==> src/rtl/bldc_pkg.sv <==
// Shared types and lookup helpers for the BLDC six-step commutator.
package bldc_pkg;

    localparam int unsigned HALL_W = 3;
    localparam int unsigned SECT_W = 3;
    localparam int unsigned PH_N   = 3;
    localparam int unsigned CNT_W  = 8;

    typedef enum logic [1:0] {REQ_OFF = 2'd0, REQ_HI = 2'd1, REQ_LO = 2'd2} phase_req_t;
    typedef enum logic [1:0] {ST_OFF = 2'd0, ST_HI = 2'd1, ST_LO = 2'd2, ST_DEAD = 2'd3} phase_st_t;

    localparam logic [HALL_W-1:0] INVALID_HALL_LO = 3'b000;
    localparam logic [HALL_W-1:0] INVALID_HALL_HI = 3'b111;

    typedef struct packed {
        logic              valid;
        logic [SECT_W-1:0] sector;
    } hall_dec_t;

    // One-hot phase masks {C,B,A} for the high and low side of a sector
    typedef struct packed {
        logic [PH_N-1:0] hi;
        logic [PH_N-1:0] lo;
    } phase_pair_t;

    function automatic hall_dec_t hall_decode(input logic [HALL_W-1:0] code);
        hall_dec_t d;
        d.valid  = 1'b1;
        d.sector = 3'd0;
        case (code)
            3'b101: d.sector = 3'd0;
            3'b100: d.sector = 3'd1;
            3'b110: d.sector = 3'd2;
            3'b010: d.sector = 3'd3;
            3'b011: d.sector = 3'd4;
            3'b001: d.sector = 3'd5;
            INVALID_HALL_LO, INVALID_HALL_HI: d.valid = 1'b0;
            default: d.valid = 1'b0;
        endcase
        return d;
    endfunction

    // Reverse rotation uses the sector half a turn away
    function automatic logic [SECT_W-1:0] eff_sector(input logic [SECT_W-1:0] s, input logic rev);
        logic [SECT_W-1:0] e;
        e = s;
        if (rev) e = (s >= 3'd3) ? s - 3'd3 : s + 3'd3;
        return e;
    endfunction

    function automatic phase_pair_t sector_pair(input logic [SECT_W-1:0] e);
        phase_pair_t p;
        p = '0;
        case (e)
            3'd0: begin p.hi = 3'b001; p.lo = 3'b010; end
            3'd1: begin p.hi = 3'b001; p.lo = 3'b100; end
            3'd2: begin p.hi = 3'b010; p.lo = 3'b100; end
            3'd3: begin p.hi = 3'b010; p.lo = 3'b001; end
            3'd4: begin p.hi = 3'b100; p.lo = 3'b001; end
            3'd5: begin p.hi = 3'b100; p.lo = 3'b010; end
            default: p = '0;
        endcase
        return p;
    endfunction

endpackage

==> src/rtl/bldc_deadtime_phase.sv <==
// One inverter leg: turns a phase request into high/low gate drive with a
// dead interval after either gate switches off.
module bldc_deadtime_phase
    import bldc_pkg::*;
#(
    parameter int unsigned DEADTIME_CYC = 16
) (
    input  logic       clk,
    input  logic       reset,
    input  phase_req_t req,
    output logic       gate_hi,
    output logic       gate_lo
);

    localparam logic [CNT_W-1:0] DEAD_LOAD = CNT_W'(DEADTIME_CYC - 1);

    phase_st_t        state, state_nxt;
    logic [CNT_W-1:0] cnt, cnt_nxt;

    // State register; gates are registered copies of the next state
    always_ff @(posedge clk or posedge reset) begin
        if (reset) begin
            state   <= ST_OFF;
            cnt     <= '0;
            gate_hi <= 1'b0;
            gate_lo <= 1'b0;
        end else begin
            state   <= state_nxt;
            cnt     <= cnt_nxt;
            gate_hi <= (state_nxt == ST_HI);
            gate_lo <= (state_nxt == ST_LO);
        end
    end

    always_comb begin
        state_nxt = state;
        cnt_nxt   = cnt;
        case (state)
            ST_OFF: begin
                if (req == REQ_HI)      state_nxt = ST_HI;
                else if (req == REQ_LO) state_nxt = ST_LO;
            end
            ST_HI: begin
                if (req != REQ_HI) begin
                    state_nxt = ST_DEAD;
                    cnt_nxt   = DEAD_LOAD;
                end
            end
            ST_LO: begin
                if (req != REQ_LO) begin
                    state_nxt = ST_DEAD;
                    cnt_nxt   = DEAD_LOAD;
                end
            end
            ST_DEAD: begin
                if (cnt != '0) begin
                    cnt_nxt = cnt - CNT_W'(1);
                end else begin
                    case (req)
                        REQ_HI:  state_nxt = ST_HI;
                        REQ_LO:  state_nxt = ST_LO;
                        default: state_nxt = ST_OFF;
                    endcase
                end
            end
            default: state_nxt = ST_OFF;
        endcase
    end

endmodule

==> src/rtl/bldc_commutator.sv <==
// Six-step BLDC commutator: filtered Hall decode, sector-to-gate mapping and
// per-phase dead-time legs, with a latched fault on invalid Hall codes.
module bldc_commutator
    import bldc_pkg::*;
#(
    parameter int unsigned DEADTIME_CYC = 16,
    parameter int unsigned HALL_FILT    = 4
) (
    input  logic              clk,
    input  logic              reset,
    input  logic              enable,
    input  logic              dir,
    input  logic              pwm_in,
    input  logic [HALL_W-1:0] hall,
    input  logic              fault_clr,
    output logic [PH_N-1:0]   gate_hi,
    output logic [PH_N-1:0]   gate_lo,
    output logic [SECT_W-1:0] sector,
    output logic              commutate,
    output logic              fault
);

    localparam logic [CNT_W-1:0] FILT_N = CNT_W'(HALL_FILT);

    logic [HALL_W-1:0] hall_s1, hall_s2, hall_cand;
    logic [1:0]        sync_vld;
    logic [CNT_W-1:0]  filt_cnt, filt_run;
    logic              hall_valid;
    logic              accept, fault_set, drive_ok;
    hall_dec_t         dec;
    phase_pair_t       pair;
    phase_req_t        req [PH_N];

    // Filter only runs once the synchroniser holds real samples
    always_comb begin
        filt_run = CNT_W'(1);
        if (hall_s2 == hall_cand) filt_run = (&filt_cnt) ? filt_cnt : filt_cnt + CNT_W'(1);
        accept    = sync_vld[1] && (filt_run >= FILT_N);
        dec       = hall_decode(hall_s2);
        fault_set = accept && !dec.valid;
    end

    always_ff @(posedge clk or posedge reset) begin
        if (reset) begin
            hall_s1    <= '0;
            hall_s2    <= '0;
            sync_vld   <= '0;
            hall_cand  <= '0;
            filt_cnt   <= '0;
            hall_valid <= 1'b0;
            sector     <= '0;
            commutate  <= 1'b0;
            fault      <= 1'b0;
        end else begin
            hall_s1   <= hall;
            hall_s2   <= hall_s1;
            sync_vld  <= {sync_vld[0], 1'b1};
            commutate <= 1'b0;
            if (sync_vld[1]) begin
                hall_cand <= hall_s2;
                filt_cnt  <= filt_run;
            end
            if (accept) begin
                if (dec.valid) begin
                    sector     <= dec.sector;
                    hall_valid <= 1'b1;
                    commutate  <= !hall_valid || (dec.sector != sector);
                end else begin
                    hall_valid <= 1'b0;
                end
            end
            // An invalid code outranks a simultaneous clear
            if (fault_set)                     fault <= 1'b1;
            else if (fault_clr && hall_valid)  fault <= 1'b0;
        end
    end

    always_comb begin
        drive_ok = enable && !fault && hall_valid;
        pair     = sector_pair(eff_sector(sector, dir));
        for (int i = 0; i < PH_N; i++) begin
            req[i] = REQ_OFF;
            if (drive_ok) begin
                if (pair.hi[i] && pwm_in) req[i] = REQ_HI;
                else if (pair.lo[i])      req[i] = REQ_LO;
            end
        end
    end

    for (genvar i = 0; i < PH_N; i++) begin : g_phase
        bldc_deadtime_phase #(
            .DEADTIME_CYC(DEADTIME_CYC)
        ) u_phase (
            .clk     (clk),
            .reset   (reset),
            .req     (req[i]),
            .gate_hi (gate_hi[i]),
            .gate_lo (gate_lo[i])
        );
    end

endmodule
==> config.mk <==
export PLATFORM = sky130hd
export DESIGN_NAME = bldc_commutator
export DESIGN_NICKNAME = d
export VERILOG_FILES = /design/src/rtl/bldc_pkg.sv /design/src/rtl/bldc_deadtime_phase.sv /design/src/rtl/bldc_commutator.sv
export SDC_FILE = /design/constraint.sdc
export NUM_CORES = 1
export LEC_CHECK = 0
export CORE_MARGIN = 3
export CORE_UTILIZATION = 45
export DETAILED_ROUTE_END_ITERATION = 8
export PLACE_DENSITY = 0.67
export SKIP_LAST_GASP = 1
export SYNTH_ARGS = -nofsm -noshare
export SYNTH_HDL_FRONTEND = slang
export SYNTH_SLANG_ARGS = --single-unit
==> constraint.sdc <==
create_clock -name clk -period 4.35 [get_ports clk]
set_clock_uncertainty 0.2 [all_clocks]
set_input_delay 0.435 -clock clk [delete_from_list [all_inputs] [get_ports clk]]
set_output_delay 0.435 -clock clk [all_outputs]
set_load 0.01 [all_outputs]
==> run metrics <==
class of the tightest hold or removal check flop to flop; final routed wirelength across all metal layers 6370 µm; vias in the first global route between 2k and 2.5k; Syn Inst Count about 370; number of antenna violations at the first check in global routing 0; ys flop type sky130_fd_sc_hd__dfrtp_1; setup bufs post-CTS 0; CP max FO 13; cell chain of the critical path ha_1, ha_1, a211o_4, o221a_2, a211oi_1, o21ai_0, a22oi_1, o21ai_0, o31ai_1; DRT Pass-1 Iters 4; CTS Hold Buffers Added 0; Setup CP Type flop to flop; post-cts resize count 0; routed length per placed instance 13.1 µm; shortest clock period the worst path allows after layout between 3 and 4 ns; die footprint around 8600 µm²; count of endpoints failing setup in the final report 0; startpoint of the most critical setup path sector[0]; Comb power frac a little under a third; global-route congestion overflow total 0; distinct cell type count of the synthesized netlist 63; share of synthesized area occupied by flip-flops and latches roughly 45%; worst slew margin relative to its limit 51.2%; Syn-to-layout area delta 11.8%; CP Capture Type flop; total clock buffers created by CTS 9; sum of net half-perimeters after detailed placement between 4000 and 5000 µm; P_int 1290 µW; Clock H-tree levels 3; worst reg2reg path startpoint sector[0]; Syn Std Cell Area between 3000 and 4000 µm²; mean number of vias per cell approximately 5.6; Period Utilization, post-route between 70% and 80%; Net Sw Frac approximately a third; Synth Area per Inst between 9 and 10 µm²; cell area power density between 500 and 600 nW/µm²; final weighted congestion of routability-driven global placement approximately 0.82; crit path capture g_phase[1].u_phase.cnt[6]; highest attainable clock frequency a little under 0.3 GHz; part of the total power dissipated in the clock network a little over a quarter; clock latency of the later-clocked register in the worst-skew pair 0.34 ns; DIE WIDTH approximately 93 µm; worst reg2reg path depth 9; routing layer with the top usage in global route met2; first-iteration detailed-routing DRC count approximately 140; actual slew at the worst max-slew pin approximately 0.73 ns; All-Layer GR Usage between 15 and 20%; clock-pin slew of the registers on the worst-case setup and hold paths roughly 0.07 ns; status finished, final reports clean; number of remaining DRC errors 0; overall power after layout ~2000 µW; multi-input logic area about 1700 µm²; placement-stage cell area about 3600 µm²; maximum buffer depth of the clock tree 2; top-level port count 20; static leakage 0.00160 µW; total nets after synthesis 388; ant diodes 0; post-route setup TNS 0 ns; Hold Startpoint hall_s1[2]; cell with the biggest individual delay on the critical path sky130_fd_sc_hd__a22oi_1; setup repair after global routing missed its margin false; standard-cell rows 31; post-route cell area around 3800 µm²; end of the worst register-to-register path g_phase[1].u_phase.cnt[6]; area of the core between 7000 and 8000 µm²; register share of total power ~43%; number of nets with antenna violations after detailed routing 0; Worst setup SP type flop; critical path depth in cells 9; maximum cell stage delay along the critical path ~0.57 ns; initial standard-cell utilization of the core between 40% and 50%; arrival time reported for the critical path endpoint about 3.5 ns; Worst IR Drop VDD ~230 µV; largest net degree at the start of global routing 35; met3 global-route usage 5.61%; flip-flop and latch count after synthesis between 60 and 70; global-route wire length before repair around 11000 µm; Clock Sink Count 61; final net count 398; number of synthesized flops with an enable pin 0; flop-to-flop setup slack 0.91 ns; fraction of layout cells with a size suffix above 1 slightly below 9%; met1 track demand over resource a little over a fifth; cell family contributing the most delay on the critical path compound AO/OA/AOI/OAI gates; filler instances about 680; count of buffers from port buffering 19; share of synthesized flip-flops with an asynchronous set or reset 100%; met2 usage 25.4%; CP Data Required Time about 4.4 ns; total of max-cap violations 0; CTS Root Cell sky130_fd_sc_hd__clkbuf_8; TritonCTS clock tree built; warnings from Yosys 0; number of buffers and inverters on the critical path 0; total count of max-transition violations in the final report 0; Reg area approximately 1500 µm²; total count of hold-check failures in the final report 0; vias after detailed routing between 2k and 3k; vertical die dimension roughly 93 µm; net switching component of the power ~700 µW
-- layer usage --
layer  vias to the layer above  routed length (µm)
met2                        59                3070
met1                      1297                2990
li1                       1358                   -
met3                         4                 262
met4                         0                  41
met5                         -                   0
-- sequential cells by signal (all words and copies together), names as in the netlist --
register                 flops
g_phase.u_phase.gate_hi      3
hall_s2                      3
g_phase.u_phase.state        6
g_phase.u_phase.gate_lo      3
hall_valid                   1
filt_cnt                     8
hall_s1                      3
sync_vld                     2
fault                        1
commutate                    1
hall_cand                    3
g_phase.u_phase.cnt         24
sector                       3
-- stage by stage --
step | utilization [%] | setup slack (ns) | hold WS (ns) | cells
3_3_place_gp | 49.2 | 1.07 | 0.132 | 470
5_1_grt | 52.1 | 0.586 | 0.154 | 486
6_report | 52.1 | 0.912 | 0.148 | 486
2_1_floorplan | - | 1.24 | 0.131 | 372
3_5_place_dp | 49.2 | 0.981 | 0.135 | 470
4_1_cts | 52.1 | 0.975 | 0.150 | 486
-- cell usage in the layout (no fill, tap or decap), types with 3 or more instances in the layout --
master / synthesis / layout
sky130_fd_sc_hd__dfrtp_1: 61 / 61
sky130_fd_sc_hd__nand2_1: 36 / 36
sky130_fd_sc_hd__a21oi_1: 32 / 32
sky130_fd_sc_hd__nor2_1: 32 / 32
sky130_fd_sc_hd__o21ai_0: 21 / 21
sky130_fd_sc_hd__clkdlybuf4s50_1: 0 / 19
sky130_fd_sc_hd__inv_1: 18 / 17
sky130_fd_sc_hd__nand3_1: 15 / 15
sky130_fd_sc_hd__nor3_1: 12 / 12
sky130_fd_sc_hd__clkbuf_8: 1 / 12
sky130_fd_sc_hd__o31ai_1: 9 / 9
sky130_fd_sc_hd__or3_1: 8 / 8
sky130_fd_sc_hd__a31oi_1: 7 / 7
sky130_fd_sc_hd__ha_1: 7 / 7
sky130_fd_sc_hd__nor2b_1: 6 / 6
sky130_fd_sc_hd__xor2_1: 5 / 5
sky130_fd_sc_hd__xnor2_1: 5 / 5
sky130_fd_sc_hd__nor4_1: 5 / 5
sky130_fd_sc_hd__nand4_1: 4 / 4
sky130_fd_sc_hd__o22ai_1: 4 / 4
sky130_fd_sc_hd__mux2_2: 4 / 4
sky130_fd_sc_hd__nor3b_1: 4 / 4
sky130_fd_sc_hd__and3_1: 3 / 3
sky130_fd_sc_hd__mux2i_1: 3 / 3
sky130_fd_sc_hd__and2_1: 3 / 3
sky130_fd_sc_hd__a21boi_0: 3 / 3
sky130_fd_sc_hd__buf_4: 9 / 3
-- cell usage after synthesis, drive strengths merged, types with 3 or more instances --
library cell	number	share of area, %
a21oi	33	5.0
nand4	4	0.74
xnor2	5	1.3
a31oi	7	1.3
nand2	36	4.0
nor2b	6	1.1
xor2	5	1.3
nor2	32	3.5
a21boi	4	0.88
nand3	15	2.2
buf	12	2.8
and3	3	0.55
nor3b	4	0.88
o22ai	4	0.74
mux2i	4	1.3
o31ai	9	2.0
nor3	12	1.8
mux2	4	1.3
clkbuf	11	1.5
or3	8	1.5
ha	7	2.6
inv	18	2.0
nor4	6	1.5
o21ai	21	3.1
dfrtp	61	45
and2	3	0.55
-- final cells by class --
class | count | area share (%)
Multi-Input combinational cell | 270 | 43.6
Timing Repair Buffer | 22 | 5.60
Clock inverter | 3 | 1.12
Inverter | 18 | 1.78
Clock buffer | 13 | 4.45
Sequential cell | 61 | 40.2
Tap cell | 99 | 3.26
-- cells by family after synthesis --
family          Yosys count  share of synthesized area (%)
fa+ha+maj                 7                           2.58
mux                       8                           2.62
flops                    61                           45.0
compound gates          106                           20.5
buf+inv                  41                           6.30
xor+xnor                 10                           2.58
other cells               1                          0.110
simple gates            138                           20.3
-- worst min-delay path by stage --
stage,end,cells past startpoint
finish,hall_s2[2],0
global route,hall_s2[2],0
CTS,hall_s2[2],0
detailed placement,hall_s2[2],0
global placement,hall_s2[0],0
floorplan,hall_s2[0],0
-- power groups by stage --
stage | combinational (µW) | clock [µW] | sequential (µW)
after global routing | 704 | 569 | 872
after global placement | 592 | 0 | 851
after floorplan | 528 | 0 | 800
after detailed placement | 611 | 0 | 857
final | 609 | 525 | 851
after CTS | 612 | 546 | 847
Power figures use the tool's default switching activity.
